==> src/rtl/sweep_pkg.sv <==
// Shared types and the signature update used by the pattern sweep block.
package sweep_pkg;
  localparam int SIG_W = 16;
  localparam logic [SIG_W-1:0] SIG_POLY = 16'h1021;

  typedef enum logic [1:0] {IDLE, RUN, STALL, DONE} sweep_state_e;

  // One MISR step: shift, fold in the polynomial on MSB carry-out, xor the record.
  function automatic logic [SIG_W-1:0] misr_next(input logic [SIG_W-1:0] sig,
                                                 input logic [SIG_W-1:0] din);
    return {sig[SIG_W-2:0], 1'b0} ^ (sig[SIG_W-1] ? SIG_POLY : '0) ^ din;
  endfunction
endpackage

==> src/rtl/pattern_sweep_capture_if.sv <==
// Record stream between the sweep block and its consumer (valid/ready).
interface pattern_sweep_capture_if #(parameter int DW = 3);
  logic          rec_valid;
  logic          rec_ready;
  logic [DW-1:0] rec_data;

  modport master (output rec_valid, output rec_data, input rec_ready);
  modport slave  (input rec_valid, input rec_data, output rec_ready);
endinterface

==> src/rtl/sweep_fifo.sv <==
// Show-ahead record buffer; push and pop may coincide, even when full.
module sweep_fifo #(
  parameter int DW    = 3,
  parameter int DEPTH = 4
) (
  input  logic          gclk,
  input  logic          grst_n,
  input  logic          i_push,
  input  logic [DW-1:0] i_din,
  input  logic          i_pop,
  output logic          o_full,
  output logic          o_valid,
  output logic [DW-1:0] o_dout
);
  localparam int AW = $clog2(DEPTH);

  logic [DEPTH-1:0][DW-1:0] r_mem;
  logic [AW-1:0]            r_wp, r_rp;
  logic [AW:0]              r_cnt;
  logic                     w_pop;

  assign o_full  = (r_cnt == (AW+1)'(DEPTH));
  assign o_valid = (r_cnt != '0);
  assign o_dout  = r_mem[r_rp];
  assign w_pop   = i_pop & o_valid;

  always_ff @(posedge gclk) begin
    if (i_push) r_mem[r_wp] <= i_din;
  end

  // Pointers wrap naturally because DEPTH is a power of two.
  always_ff @(posedge gclk or negedge grst_n) begin
    if (!grst_n) begin
      r_wp  <= '0;
      r_rp  <= '0;
      r_cnt <= '0;
    end else begin
      if (i_push) r_wp <= r_wp + AW'(1);
      if (w_pop)  r_rp <= r_rp + AW'(1);
      case ({i_push, w_pop})
        2'b10:   r_cnt <= r_cnt + (AW+1)'(1);
        2'b01:   r_cnt <= r_cnt - (AW+1)'(1);
        default: r_cnt <= r_cnt;
      endcase
    end
  end
endmodule

==> src/rtl/pattern_sweep_capture.sv <==
// Walks stim through every value, samples resp after SETTLE cycles and buffers {stim, resp}.
// Optional response MISR on `signature` when SWEEP_MISR_EN is defined.
module pattern_sweep_capture
  import sweep_pkg::*;
#(
  parameter int IN_W       = 2,
  parameter int OUT_W      = 1,
  parameter int SETTLE     = 1,
  parameter int FIFO_DEPTH = 4
) (
  input  logic               CK,
  input  logic               reset,
  input  logic               start,
  output logic               busy,
  output logic               done,
  output logic [IN_W-1:0]    stim,
  input  logic [OUT_W-1:0]   resp,
  pattern_sweep_capture_if.master rec,
  output logic [SIG_W-1:0]   signature
);
  localparam int REC_W = IN_W + OUT_W;
  localparam int CNT_W = (SETTLE > 1) ? $clog2(SETTLE) : 1;
  localparam logic [CNT_W-1:0] CNT_LAST  = CNT_W'(SETTLE - 1);
  localparam logic [IN_W-1:0]  STIM_LAST = '1;

  sweep_state_e     r_state;
  logic             r_busy, r_done;
  logic [IN_W-1:0]  r_stim;
  logic [CNT_W-1:0] r_cnt;

  logic             w_full, w_valid, w_pop, w_can_push, w_sample, w_push, w_start_acc;
  logic [REC_W-1:0] w_rec, w_dout;

  assign busy = r_busy;
  assign done = r_done;
  assign stim = r_stim;

  assign w_rec       = {r_stim, resp};
  assign w_pop       = w_valid & rec.rec_ready;
  assign w_can_push  = ~w_full | w_pop;
  assign w_sample    = ((r_state == RUN) && (r_cnt == CNT_LAST)) || (r_state == STALL);
  assign w_push      = w_sample & w_can_push;
  assign w_start_acc = start & ((r_state == IDLE) || (r_state == DONE));

  sweep_fifo #(.DW(REC_W), .DEPTH(FIFO_DEPTH)) u_fifo (
    .gclk    (CK),
    .grst_n  (reset),
    .i_push  (w_push),
    .i_din   (w_rec),
    .i_pop   (w_pop),
    .o_full  (w_full),
    .o_valid (w_valid),
    .o_dout  (w_dout)
  );

  assign rec.rec_valid = w_valid;
  assign rec.rec_data  = w_dout;

  always_ff @(posedge CK or negedge reset) begin
    if (!reset) begin
      r_state <= IDLE;
      r_busy  <= 1'b0;
      r_done  <= 1'b0;
      r_stim  <= '0;
      r_cnt   <= '0;
    end else begin
      case (r_state)
        IDLE, DONE: begin
          if (w_start_acc) begin
            r_state <= RUN;
            r_busy  <= 1'b1;
            r_done  <= 1'b0;
            r_stim  <= '0;
            r_cnt   <= '0;
          end
        end
        RUN, STALL: begin
          // A stalled vector keeps its stim until the buffer frees a slot.
          if (w_push) begin
            r_cnt <= '0;
            if (r_stim == STIM_LAST) begin
              r_state <= DONE;
              r_busy  <= 1'b0;
              r_done  <= 1'b1;
            end else begin
              r_state <= RUN;
              r_stim  <= r_stim + IN_W'(1);
            end
          end else if (r_state == RUN) begin
            if (w_sample) r_state <= STALL;
            else          r_cnt   <= r_cnt + CNT_W'(1);
          end
        end
        default: r_state <= IDLE;
      endcase
    end
  end

`ifdef SWEEP_MISR_EN
  logic [SIG_W-1:0] r_sig;

  // Records wider than SIG_W fold in their low SIG_W bits only.
  always_ff @(posedge CK or negedge reset) begin
    if (!reset)           r_sig <= '1;
    else if (w_start_acc) r_sig <= '1;
    else if (w_push)      r_sig <= misr_next(r_sig, SIG_W'(w_rec));
  end

  assign signature = r_sig;
`else
  assign signature = '0;
`endif
endmodule

==> src/flat_wrapper.sv <==
// flat-port wrapper written by rule: the top's interface ports become plain ports
module pattern_sweep_capture_flat import sweep_pkg::*;
#(
  parameter int IN_W       = 2,
  parameter int OUT_W      = 1,
  parameter int SETTLE     = 1,
  parameter int FIFO_DEPTH = 4
)
  (CK, reset, start, busy, done, stim, resp, signature, rec_rec_valid, rec_rec_data, rec_rec_ready);
  pattern_sweep_capture_if #(.DW(3)) rec_i ();
  input  logic CK;
  input  logic reset;
  input  logic start;
  output logic busy;
  output logic done;
  output logic [IN_W-1:0] stim;
  input  logic [OUT_W-1:0] resp;
  output logic [SIG_W-1:0] signature;
  output wire logic [$bits(rec_i.rec_valid)-1:0] rec_rec_valid;
  output wire logic [$bits(rec_i.rec_data)-1:0] rec_rec_data;
  input wire logic [$bits(rec_i.rec_ready)-1:0] rec_rec_ready;
  assign rec_rec_valid = rec_i.rec_valid;
  assign rec_rec_data = rec_i.rec_data;
  assign rec_i.rec_ready = rec_rec_ready;
  pattern_sweep_capture #(.IN_W(IN_W), .OUT_W(OUT_W), .SETTLE(SETTLE), .FIFO_DEPTH(FIFO_DEPTH)) u_core (.CK(CK), .reset(reset), .start(start), .busy(busy), .done(done), .stim(stim), .resp(resp), .rec(rec_i), .signature(signature));
endmodule
==> config.mk <==
export PLATFORM = sky130hd
export DESIGN_NAME = pattern_sweep_capture_flat
export DESIGN_NICKNAME = d
export VERILOG_FILES = /design/src/rtl/sweep_pkg.sv /design/src/rtl/pattern_sweep_capture_if.sv /design/src/rtl/sweep_fifo.sv /design/src/rtl/pattern_sweep_capture.sv /design/src/flat_wrapper.sv
export SDC_FILE = /design/constraint.sdc
export NUM_CORES = 1
export LEC_CHECK = 0
export BUFFER_PORTS_ARGS = -buffer_cell sky130_fd_sc_hd__buf_2
export CORE_AREA = 5 5 60 62
export CTS_BUF_LIST = sky130_fd_sc_hd__clkbuf_4 sky130_fd_sc_hd__clkbuf_8
export CTS_CLUSTER_DIAMETER = 30
export CTS_CLUSTER_SIZE = 10
export DETAILED_ROUTE_END_ITERATION = 10
export DIE_AREA = 0 0 65 67
export PLACE_DENSITY_LB_ADDON = 0.2
export SYNTH_ARGS = -nofsm -noshare
export SYNTH_HDL_FRONTEND = slang
export SYNTH_SLANG_ARGS = --single-unit
==> constraint.sdc <==
create_clock -name CK -period 1.85 [get_ports CK]
set_input_delay 0.37 -clock CK [delete_from_list [all_inputs] [get_ports CK]]
set_output_delay 0.37 -clock CK [all_outputs]
set_load 0.01 [all_outputs]
==> results of run 1 <==
per-layer routing:
layer | GRT usage | up-vias
li1 | - | 400
met1 | 0.1369 | 377
met2 | 0.1877 | 20
met3 | 0.02192 | 4
met4 | 0.05541 | 0
met5 | 0 | -
metrics by stage:
stage | TNS (ns) | utilization
3_5_place_dp | -0.1912 | 0.5008
6_report | -0.06636 | 0.5311
3_3_place_gp | -0.07259 | 0.5008
4_1_cts | -0.09862 | 0.5256
5_1_grt | -0.3336 | 0.5311
2_1_floorplan | -0.05367 | -
power groups by stage:
stage / clock network (mW) / registers (mW) / logic, mW
after floorplan: 0 / 1.06 / 1.08
after global placement: 0 / 1.07 / 1.44
after detailed placement: 0 / 1.08 / 1.47
after CTS: 0.403 / 1.07 / 1.51
after global routing: 0.433 / 1.09 / 1.74
final: 0.391 / 1.06 / 1.55
final cells by class:
cell class,instances,area [um2],share of cell area
well taps,33,41.29,0.02611
multi-input cells,71,571.8,0.3615
inverters,12,45.04,0.02848
flip-flops and latches,26,711.9,0.4502
clock buffers,3,22.52,0.01424
repair buffers,24,158.9,0.1005
clock inverters,1,30.03,0.01899
cells in the final DEF (no fill, tap or decap), drive strengths merged:
cell,n
xor2,3
ha,8
xnor2,3
nor4b,1
bufinv,1
a211oi,1
or3,1
a31oi,1
dlygate4sd3,1
and2,6
inv,12
mux2i,3
o31ai,1
conb,16
mux4,3
fa,1
o21ai,4
clkbuf,3
edfxtp,12
a21boi,1
o22a,1
a21oi,5
nand2,5
and2b,1
o22ai,3
buf,23
dfrtp,14
nor2,2
nand2b,1
worst paths after layout:
path,end,depth (start not counted),slack (ns),start
setup / recovery,u_core.u_fifo.r_cnt[2]$_DFFE_PN0P_,9,-0.07,u_core.u_fifo.r_cnt[1]$_DFFE_PN0P_
hold / removal,u_core.u_fifo.r_mem[0]$_DFFE_PP_,1,0.25,resp
setup reg to reg,u_core.u_fifo.r_cnt[2]$_DFFE_PN0P_,9,-0.07,u_core.u_fifo.r_cnt[1]$_DFFE_PN0P_
hold reg to reg,u_core.r_cnt$_DFFE_PN0P_,2,0.52,u_core.r_cnt$_DFFE_PN0P_
max in group asynchronous,u_core.u_fifo.r_rp[0]$_DFFE_PN0P_,2,1.14,reset
min in group asynchronous,u_core.u_fifo.r_rp[1]$_DFFE_PN0P_,2,0.45,reset
flip-flops by register name (all words and copies together) (netlist names):
register             count
u_core.u_fifo.r_mem     12
u_core.u_fifo.r_cnt      3
u_core.r_state           2
u_core.stim              2
u_core.u_fifo.r_rp       2
u_core.u_fifo.r_wp       2
u_core.busy              1
u_core.done              1
u_core.r_cnt             1
worst register-to-register path, cell delays in order, from the launching register on:
cell,delay [ns]
dfrtp_1,0.44
nor4b_4,0.34
a21oi_2,0.08
inv_2,0.09
ha_4,0.14
inv_2,0.03
fa_2,0.32
xor2_1,0.14
nor2_1,0.13
xor2_1,0.14
cells by family (layout without fill, tap and decap cells):
group           count (synthesis)  in the layout  share of synthesized area
xor+xnor                        6              6                    0.03784
simple gates                   17             17                    0.07929
other cells                     1             16                   0.002700
mux                             6              6                    0.07027
compound gates                 17             17                    0.08198
flops                          26             26                     0.5117
fa+ha+maj                       9              9                    0.08649
buf+inv                        30             40                     0.1297
what timing repair did:
item	in CTS	in global routing
hold buffers	1	0
endpoints found under the setup margin	5	5
pin swaps	4	4
setup buffers	1	0
resized for setup	2	5
hold endpoints to repair	14	0
==> results.cfg, run 1 <==
[yosys]
synth_flop_cell = dfrtp_1
syn_avg_cell_area_um2 = 12.40
netlist.area_leader.share = 0.2595
synth_cell_types = 31
synthTopCellsByArea = edfxtp_1 (26%), dfrtp_1 (25%), buf_4 (8.6%)
yosysSeqAreaShare = 0.5117
synth_common_cells = buf_4 (16), dfrtp_1 (14), edfxtp_1 (12), inv_1 (12), ha_1 (8)
ys.warnings.count = 0
yosysTopAreaCell = edfxtp_1
syn_inst = 112
yosysMostFrequentCell = buf_4
synth_seq_cells = 26
synth_edf_count = 12
async_flop_share = 0.5385
syn-cell-area_um2 = 1389

[timing]
hold_violations = 0
finalCritPeriodShare = 1.036
worst_hold_slack_ns = 0.2508
layout_min_cycle_time_ns = 1.916
fmax_mhz = 521.8
finalMaxSlewViolations = 0
fin_worst_skew_ns = 0.006025
setup_slack_ns = -0.06636
setup_viol = 1
rsz0062_at_grt = yes

[pwr]
p_comb_frac = 0.517
pwr-share-clk = 0.130
p_total_mw = 3.007
p_sw_frac = 0.3714
p_switching_mw = 1.117
internal_power_mw = 1.890
leakage_nw = 0.7141
p_per_area_nw_per_um2 = 1901
seqPwrFrac = 0.353
peakVddDrop_uv = 763.6

[min_path]
hold_path.class = input port to flop

[critical_path]
path_delay_family = simple AND/OR/NAND/NOR gates
critPathKind = flop to flop
cp-start-kind = flop
critical_path.max_fanout = 3
worst_path_max_delay_cell = dfrtp_1
crit_path_end_kind = flop
critPathArrivalTime_ns = 2.18
critPathRequiredTime_ns = 2.12
crit_chain = nor4b_4 > a21oi_2 > inv_2 > ha_4 > inv_2 > fa_2 > xor2_1 > nor2_1 > xor2_1
path_buf_inv = 2
critPathMaxStageDelay_ns = 0.44

[global_route]
grt_max_degree = 16
grt_overflow = 0
track_usage = 0.1120
grt_pass1_wl_mm = 3.712
grt_pass1_vias = 842
grt_antenna_before_repair = 0

[die]
rows = 20
start_util = 0.4664
die_height_um = 67
core-area_um2 = 2978
die_area_um2 = 4355
die_x_um = 65
num_io_pins = 29

[clock_tree]
clock_latency_ns = 0.32
numCtsBuffers = 3
cts_tree = done
cts-root-buf = clkbuf_4
htreeDepth = 1
cts.sinks = 26
clock_path_buffers = 2
path_clk_slew_ns = 0.14

[place]
placed_cells = 164
post-place-ws_ns = -0.1589
placed_cell_area_um2 = 1491
place_congestion = 0.7829
portBuffers = 12
dpl.hpwl_mm = 1.664

[route]
wl_mm = 2.171
via_per_inst = 4.712
maxUsedRoutingLayer = met4
drtAntennaViolNets = 0
drc = 0
drt_iter0_drc = 30
first_pass_iters = 4
wl_met2_mm = 1.011
wl_per_cell_um = 12.77
wl_met1_mm = 1.002
wl_met3_um = 113
via_count = 801

[cells_and_area]
drive_gt1_frac = 0.3139
n_fill_cell = 260
antennaDiodeCount = 0
synthToLayoutAreaGrowth_pct = 13.87
fin_nets = 152
stdcell_count = 170
design_area_um2 = 1582

[outcome]
status = finished with violations
violations = negative setup slack

[run]
max_cap_viol_count = 0
(Power assumes the default switching activity.)
==> run 2, diff against run 1 <==
clock period = 2.3 ns   (was 1.85 ns; I/O delays follow)
==> run 2 against run 1 <==
The run now ends clean. Clock-buffer cell count increased by 1. Clock power decreased by 44%. Sequential share of layout area increased by 3.7 points. Power decreased by 28%. Design area decreased by 7.8%. Utilization decreased by 4.1 points. Die area unchanged. Flip-flop and latch count unchanged. Sequential power decreased by 17%. Worst setup slack improved by 0.27 ns. Largest cell class unchanged.
==> results.cfg, run 2 (synthesized netlist as in run 1, its figures left out) <==
[global_route]
grt_pass1_wl_mm = 3.574
grt_antenna_before_repair = 0
grt_max_degree = 15
track_usage = 0.1070
grt_overflow = 0
grt_pass1_vias = 782

[critical_path]
critPathKind = flop to flop
cp-start-kind = flop
critical_path.max_fanout = 4
critPathRequiredTime_ns = 2.56
crit_path_end_kind = flop
critPathArrivalTime_ns = 2.36

[run]
max_cap_viol_count = 0

[cells_and_area]
drive_gt1_frac = 0.2126
n_fill_cell = 264
largest_register_ffs = 12
synthToLayoutAreaGrowth_pct = 5.045
final_cell_mix = conb_1 (16), dfrtp_1 (14), inv_1 (12), buf_2 (12), edfxtp_1 (12)
fin_nets = 142
top_regs = u_core.u_fifo.r_mem (12), u_core.u_fifo.r_cnt (3)
stdcell_count = 160
final_common_cell = conb_1
final_util = 0.4899
design_area_um2 = 1459
largest_register = u_core.u_fifo.r_mem
antennaDiodeCount = 0

[die]
die_area_um2 = 4355
die_x_um = 65
core-area_um2 = 2978
num_io_pins = 29
rows = 20
start_util = 0.4664
die_height_um = 67

[timing]
finalSetupTns_ns = 0
fmax_mhz = 476.4
layout_min_cycle_time_ns = 2.099
rsz0062_at_grt = no
fin_worst_skew_ns = 0.001297
setup_viol = 0
finalCritPeriodShare = 0.9125
worst_hold_slack_ns = 0.003031
finalMaxSlewViolations = 0
hold_violations = 0
setup_slack_ns = 0.2011

[route]
via_count = 748
first_pass_iters = 4
wl_mm = 2.071
drtAntennaViolNets = 0
drt_iter0_drc = 13
drc = 0
via_per_inst = 4.675
wl_per_cell_um = 12.94

[clock_tree]
cts.sinks = 26
cts-root-buf = clkbuf_4
path_clk_slew_ns = 0.14
cts_tree = done
clock_path_buffers = 2
clock_latency_ns = 0.32
numCtsBuffers = 3
htreeDepth = 1
cts_hold_buf = 0

[place]
place_congestion = 0.7142
placed_cells = 156
placed_cell_area_um2 = 1426
dpl.hpwl_mm = 1.650
post-place-ws_ns = 0.1573
portBuffers = 12

[pwr]
leakage_nw = 0.6584
peakVddDrop_uv = 608.8
p_total_mw = 2.159
p_per_area_nw_per_um2 = 1480

[min_path]
hold_path.class = input port to asynchronous set/reset pin

[outcome]
status = completed
[run 2: worst max-delay path, cell delays in order (launching register included)]
cell and delay (ns):
dfrtp_1 0.42, inv_1 0.06, ha_1 0.22, inv_1 0.10
a21oi_2 0.06, inv_1 0.08, ha_1 0.18, inv_1 0.07
fa_1 0.43, xor2_1 0.15, nor2_1 0.11, xor2_1 0.15
[run 2: path summary, 6_finish.rpt]
kind	from	endpoint	slack [ns]	cells after the start
worst max register to register	u_core.r_state[0]$_DFFE_PN0P_	u_core.u_fifo.r_cnt[2]$_DFFE_PN0P_	0.20	11
min in group CK	resp	u_core.u_fifo.r_mem[6]$_DFFE_PP_	0.35	1
max in group asynchronous	reset	u_core.u_fifo.r_wp[1]$_DFFE_PN0P_	2.07	1
worst max-delay path	u_core.r_state[0]$_DFFE_PN0P_	u_core.u_fifo.r_cnt[2]$_DFFE_PN0P_	0.20	11
worst min-delay path	reset	u_core.u_fifo.r_rp[0]$_DFFE_PN0P_	0.003	1
worst min register to register	u_core.u_fifo.r_cnt[2]$_DFFE_PN0P_	u_core.u_fifo.r_cnt[2]$_DFFE_PN0P_	0.50	1
[run 2: where the power goes]
group	leakage (nW)	switching, mW	internal, mW
clock	0.0184	0.138	0.0796
combinational	0.364	0.558	0.503
sequential	0.276	0.165	0.715
total	0.658	0.860	1.30
[run 2: cell type report]
class / instances / area (um2) / share of cell area
Timing Repair Buffer: 14 / 75.07 / 0.05146
Tap cell: 33 / 41.29 / 0.02830
Sequential cell: 26 / 710.7 / 0.4871
Inverter: 12 / 45.04 / 0.03087
Multi-Input combinational cell: 71 / 556.8 / 0.3816
Clock buffer: 4 / 30.03 / 0.02058
[run 2: routing by layer]
| layer | vias to the layer above | wire (um) | track usage |
|---|---|---|---|
| met5 | - | 0 | 0 |
| met4 | 0 | 13 | 0.03958 |
| met3 | 2 | 121 | 0.02192 |
| met2 | 20 | 952 | 0.1711 |
| met1 | 352 | 984 | 0.1426 |
| li1 | 374 | - | - |
[run 2: repair_timing]
item / CTS / global route
endpoints found under the setup margin: 0 / 1
setup buffers: 0 / 0
gates resized for setup: 0 / 1
